File: src/rtl/bitvault_pkg.sv
// Shared types and constants for the BitVault 4x8 register file and its read-out engine.
package bitvault_pkg;
    localparam int REG_COUNT = 4;
    localparam int ADDR_W    = 2;
    localparam int DATA_W    = 8;

    localparam logic [7:0] CSUM_SEED = 8'h00;

    typedef enum logic [1:0] {
        IDLE,
        FETCH,
        SEND,
        SUM
    } rd_state_t;
endpackage

File: src/rtl/bitvault_reader.sv
// Walks a wrapping register range through the async read port, streams each byte,
// then appends an XOR checksum byte flagged with m_last.
module bitvault_reader #(
    parameter int DATA_W = 8,
    parameter int ADDR_W = 2
) (
    input  logic              clk,
    input  logic              rst,
    input  logic              start,
    input  logic [ADDR_W-1:0] start_addr,
    input  logic [ADDR_W-1:0] count,
    output logic [ADDR_W-1:0] rf_addr,
    input  logic [DATA_W-1:0] rf_data,
    output logic [DATA_W-1:0] m_data,
    output logic              m_valid,
    input  logic              m_ready,
    output logic              m_last,
    output logic              busy,
    output logic              done
);
    import bitvault_pkg::*;

    rd_state_t         state, state_n;
    logic [ADDR_W-1:0] ptr, ptr_n;
    logic [ADDR_W-1:0] rem, rem_n;
    logic [DATA_W-1:0] csum, csum_n;
    logic [DATA_W-1:0] m_data_n;
    logic              m_valid_n, m_last_n, done_n;

    always_ff @(posedge clk) begin
        if (rst) begin
            state   <= IDLE;
            ptr     <= '0;
            rem     <= '0;
            csum    <= DATA_W'(CSUM_SEED);
            m_data  <= '0;
            m_valid <= 1'b0;
            m_last  <= 1'b0;
            done    <= 1'b0;
        end else begin
            state   <= state_n;
            ptr     <= ptr_n;
            rem     <= rem_n;
            csum    <= csum_n;
            m_data  <= m_data_n;
            m_valid <= m_valid_n;
            m_last  <= m_last_n;
            done    <= done_n;
        end
    end

    always_comb begin
        state_n   = state;
        ptr_n     = ptr;
        rem_n     = rem;
        csum_n    = csum;
        m_data_n  = m_data;
        m_valid_n = m_valid;
        m_last_n  = m_last;
        done_n    = 1'b0;
        case (state)
            IDLE: begin
                if (start) begin
                    ptr_n   = start_addr;
                    rem_n   = count;
                    csum_n  = DATA_W'(CSUM_SEED);
                    state_n = FETCH;
                end
            end
            FETCH: begin
                m_data_n  = rf_data;
                csum_n    = csum ^ rf_data;
                m_valid_n = 1'b1;
                state_n   = SEND;
            end
            SEND: begin
                if (m_ready) begin
                    if (rem == '0) begin
                        // Last data byte leaves; valid stays high so the checksum follows back-to-back.
                        m_data_n = csum;
                        m_last_n = 1'b1;
                        state_n  = SUM;
                    end else begin
                        ptr_n     = ptr + ADDR_W'(1);
                        rem_n     = rem - ADDR_W'(1);
                        m_valid_n = 1'b0;
                        state_n   = FETCH;
                    end
                end
            end
            SUM: begin
                if (m_ready) begin
                    m_valid_n = 1'b0;
                    m_last_n  = 1'b0;
                    done_n    = 1'b1;
                    state_n   = IDLE;
                end
            end
            default: state_n = IDLE;
        endcase
    end

    assign rf_addr = ptr;
    assign busy    = (state != IDLE);
endmodule
File: config.mk
export PLATFORM = sky130hd
export DESIGN_NAME = bitvault_reader
export DESIGN_NICKNAME = d
export VERILOG_FILES = /design/src/rtl/bitvault_pkg.sv /design/src/rtl/bitvault_reader.sv
export SDC_FILE = /design/constraint.sdc
export NUM_CORES = 1
export LEC_CHECK = 0
export ABC_AREA = 1
export CAP_MARGIN = 20
export CORE_ASPECT_RATIO = 0.75
export CORE_MARGIN = 10
export CORE_UTILIZATION = 30
export CTS_BUF_LIST = sky130_fd_sc_hd__clkbuf_8
export CTS_CLUSTER_DIAMETER = 150
export DETAILED_ROUTE_END_ITERATION = 10
export PLACE_DENSITY_LB_ADDON = 0.08
export SYNTH_ARGS = -nofsm -noshare
export SYNTH_HDL_FRONTEND = slang
export SYNTH_SLANG_ARGS = --single-unit
export TNS_END_PERCENT = 10
File: constraint.sdc
create_clock -name clk -period 2.53 [get_ports clk]
set_input_delay 0.759 -clock clk [delete_from_list [all_inputs] [get_ports clk]]
set_output_delay 0.759 -clock clk [all_outputs]
set_load 0.02 [all_outputs]
==> results.ini, run 1 <==
[die]
die_area_mm2 = 0.00714
chipWidth_um = 94.3
start_util = 0.308
die_y_um = 75.7
core_area_mm2 = 0.00403
rows = 20
ioPinCount = 30

[cts]
clk_latency_ns = 0.27
root_buffer = clkbuf_8
cts_resized = 0
cts_buffers = 3
cts_tree = built
clockBufferDepth = 2
clkSinkCount = 25
cts-htree-levels = 1
cts_setup_buffers = 0
ctsHoldBuffers = 0
clkTransAtPathRegs_ns = 0.08

[route]
drt_pass1_iterations = 4
drt_iter0_markers = 37
via_count = 1103
wirelength_um = 3130
wl_per_cell_um = 12.3
drc = 0
ant_nets = 0
via_per_inst = 4.33

[power_and_ir_drop]
power.internal_w = 0.000673
p_per_area_mw_per_mm2 = 630
power_frac_comb = 0.310
clkPwrFrac = 0.232
ir_drop_mv = 0.232
power.leakage_nw = 0.646
p_sw_frac = 0.336
p_sw_w = 0.000341
sequentialPowerShare = 0.458
power.total_w = 0.00101

[outcome]
outcome = completed

[synth]
synth_cell_types = 26
synth.net_count = 188
yosysTopAreaCellShare = 0.403
synth_seq_cells = 25
yosysMostFrequentCell = nand2_1
synth_warnings = 0
yosysSeqAreaShare = 0.403
mappedNetlistArea_mm2 = 0.00124
yosys.area.top_type = dfxtp_1
avgSynthCellArea_um2 = 7.27
ys_top_cells_by_count = nand2_1, dfxtp_1, a21oi_1, nor2_1, o21ai_0
netlist_top_cells_area = dfxtp_1, nand2_1, a21oi_1, nor2_1, o21ai_0
ys.flop_type = dfxtp_1
synthArstFlopShare = 0
syn_inst = 171
synth-edff-count = 0

[setup_path]
path_buf_inv = 2
cp-endpoint = busy
path_depth = 3
reg2reg_slack_ns = 0.71
slowest_delay_ns = 0.60
reg2reg_to = m_data[0]
critPathMaxFanout = 7
critPathRequiredTime_ns = 1.77
path_class = flip-flop to output pin
arrival_ns = 1.66
rr_startpoint = state[1]
slowest_stage = dfxtp_1
worstSetupStartpoint = state[1]
cp-end-kind = output pin
r2r_cells = 7
cp-start-kind = flip-flop
critPathTopFamily = buffers and inverters
cp_cell_sequence = inv_2 -> nand2_1 -> clkdlybuf4s50_1

[timing]
tightest_slew_ns = 0.444
rsz0062_at_grt = false
hold_viol_final = 0
finalSetupViolCount = 0
finalCritPeriodShare = 0.957
max_slew_margin = 0.703
clock_skew_ns = 0.00498
fin_tns_setup_ns = 0
period_needed_ns = 2.42
clock.fmax_mhz = 413
slew_viol_final = 0

[min_path]
hp-class = flip-flop to flip-flop

[global_route]
grt_pass1_vias = 1099
antenna_found_initial = 0
grt_max_degree = 19
grt_first_pass_wirelength_um = 5220
grtUsageTotal = 0.0917
grt_overflow = 0

[finish]
fin_area_mm2 = 0.00161
diodes = 0
area.growth.synth_to_final_pct = 29.5
final_cells = 255
final_core_util = 0.399
drive_above_1_share = 0.115
final_nets = 218

[place]
gp_congestion = 0.770
dpl_cell_area_mm2 = 0.00156
portBuffers = 29
hpwlAfterDp_um = 2260
place_inst = 251

[flow_run]
cap_violations = 0

layout make-up:
cell class	instances	area [µm²]
fillers	420	2420
flip-flops and latches	25	500
well taps	55	68.8
clock buffers	3	41.3
inverters	11	43.8
clock inverters	1	3.75
multi-input cells	129	646
repair buffers	31	305
through the flow:
step,hold WS (ns),setup slack (ns)
3_3_place_gp,0.470,0.425
2_1_floorplan,0.452,1.07
3_5_place_dp,0.477,0.397
4_1_cts,0.491,0.0922
6_report,0.485,0.109
5_1_grt,0.528,0.0108
per-layer routing:
layer  vias to the layer above  part of all wire  wire length (µm)  track usage
met2                        15              0.44              1380        0.152
met5                         -                 0                 0            0
met4                         0            0.0061                19       0.0151
met1                       473              0.51              1590        0.113
met3                         2             0.045               142       0.0335
li1                        613                 -                 -            -
power groups by stage:
stage | clock (W) | combinational, W | sequential, W
floorplan | 0 | 0.000180 | 0.000495
global placement | 0 | 0.000316 | 0.000472
detailed placement | 0 | 0.000317 | 0.000473
CTS | 0.000250 | 0.000318 | 0.000465
global route | 0.000265 | 0.000354 | 0.000471
finish | 0.000235 | 0.000315 | 0.000464
cells by family (layout without fill, tap and decap cells):
group | Yosys count | after routing | synth area share
flops | 25 | 25 | 0.403
fa+ha+maj | 1 | 1 | 0.0101
compound gates | 42 | 42 | 0.176
buf+inv | 17 | 46 | 0.0775
simple gates | 86 | 86 | 0.333
flip-flops by register name (all words and copies together) (netlist names):
name     cells
m_valid      1
m_last       1
csum         8
m_data       8
rf_addr      2
state        2
done         1
rem          2
worst min-delay path by stage:
stage / depth (start not counted) / startpoint / slack, ns / to
after floorplan: 2 / rem[1] / 0.45 / rem[1]
after global placement: 2 / rem[1] / 0.47 / rem[1]
after detailed placement: 2 / m_last / 0.48 / m_last
after CTS: 2 / m_last / 0.49 / m_last
after global routing: 2 / m_last / 0.53 / m_last
final: 2 / m_last / 0.48 / m_last
cell usage in the layout (no fill, tap or decap):
| master | n |
|---|---|
| nor3_2 | 6 |
| inv_4 | 1 |
| clkbuf_8 | 3 |
| nand2_1 | 48 |
| a21oi_2 | 1 |
| nand2_4 | 2 |
| clkdlybuf4s50_1 | 29 |
| o21ai_0 | 15 |
| nand3_1 | 2 |
| ha_1 | 1 |
| buf_4 | 2 |
| o21ai_1 | 3 |
| dfxtp_1 | 25 |
| nor2_1 | 21 |
| a21oi_1 | 21 |
| nor2_8 | 1 |
| nand3_2 | 1 |
| nand2_2 | 1 |
| a31oi_1 | 1 |
| inv_2 | 3 |
| nor3_1 | 3 |
| o21ai_2 | 1 |
| inv_1 | 8 |
| nor2_4 | 1 |
worst min-delay path, delay by kind of cell, from the launching register on:
kind / cells / cell delay (ns)
AO/OA/AOI/OAI: 2 / 0.13
flip-flops: 1 / 0.32
Note: power is estimated with default switching activity, not from simulation.
==> run 2, diff against run 1 <==
--- a/config.mk
+++ b/config.mk
@@ -14,6 +14,8 @@
 export CTS_CLUSTER_DIAMETER = 150
 export DETAILED_ROUTE_END_ITERATION = 10
 export PLACE_DENSITY_LB_ADDON = 0.08
+export SKIP_CTS_REPAIR_TIMING = 1
+export SKIP_LAST_GASP = 1
 export SYNTH_ARGS = -nofsm -noshare
 export SYNTH_HDL_FRONTEND = slang
 export SYNTH_SLANG_ARGS = --single-unit
==> results of run 2 <==
No change in the layout: final DEF, timing and power equal those of run 1.
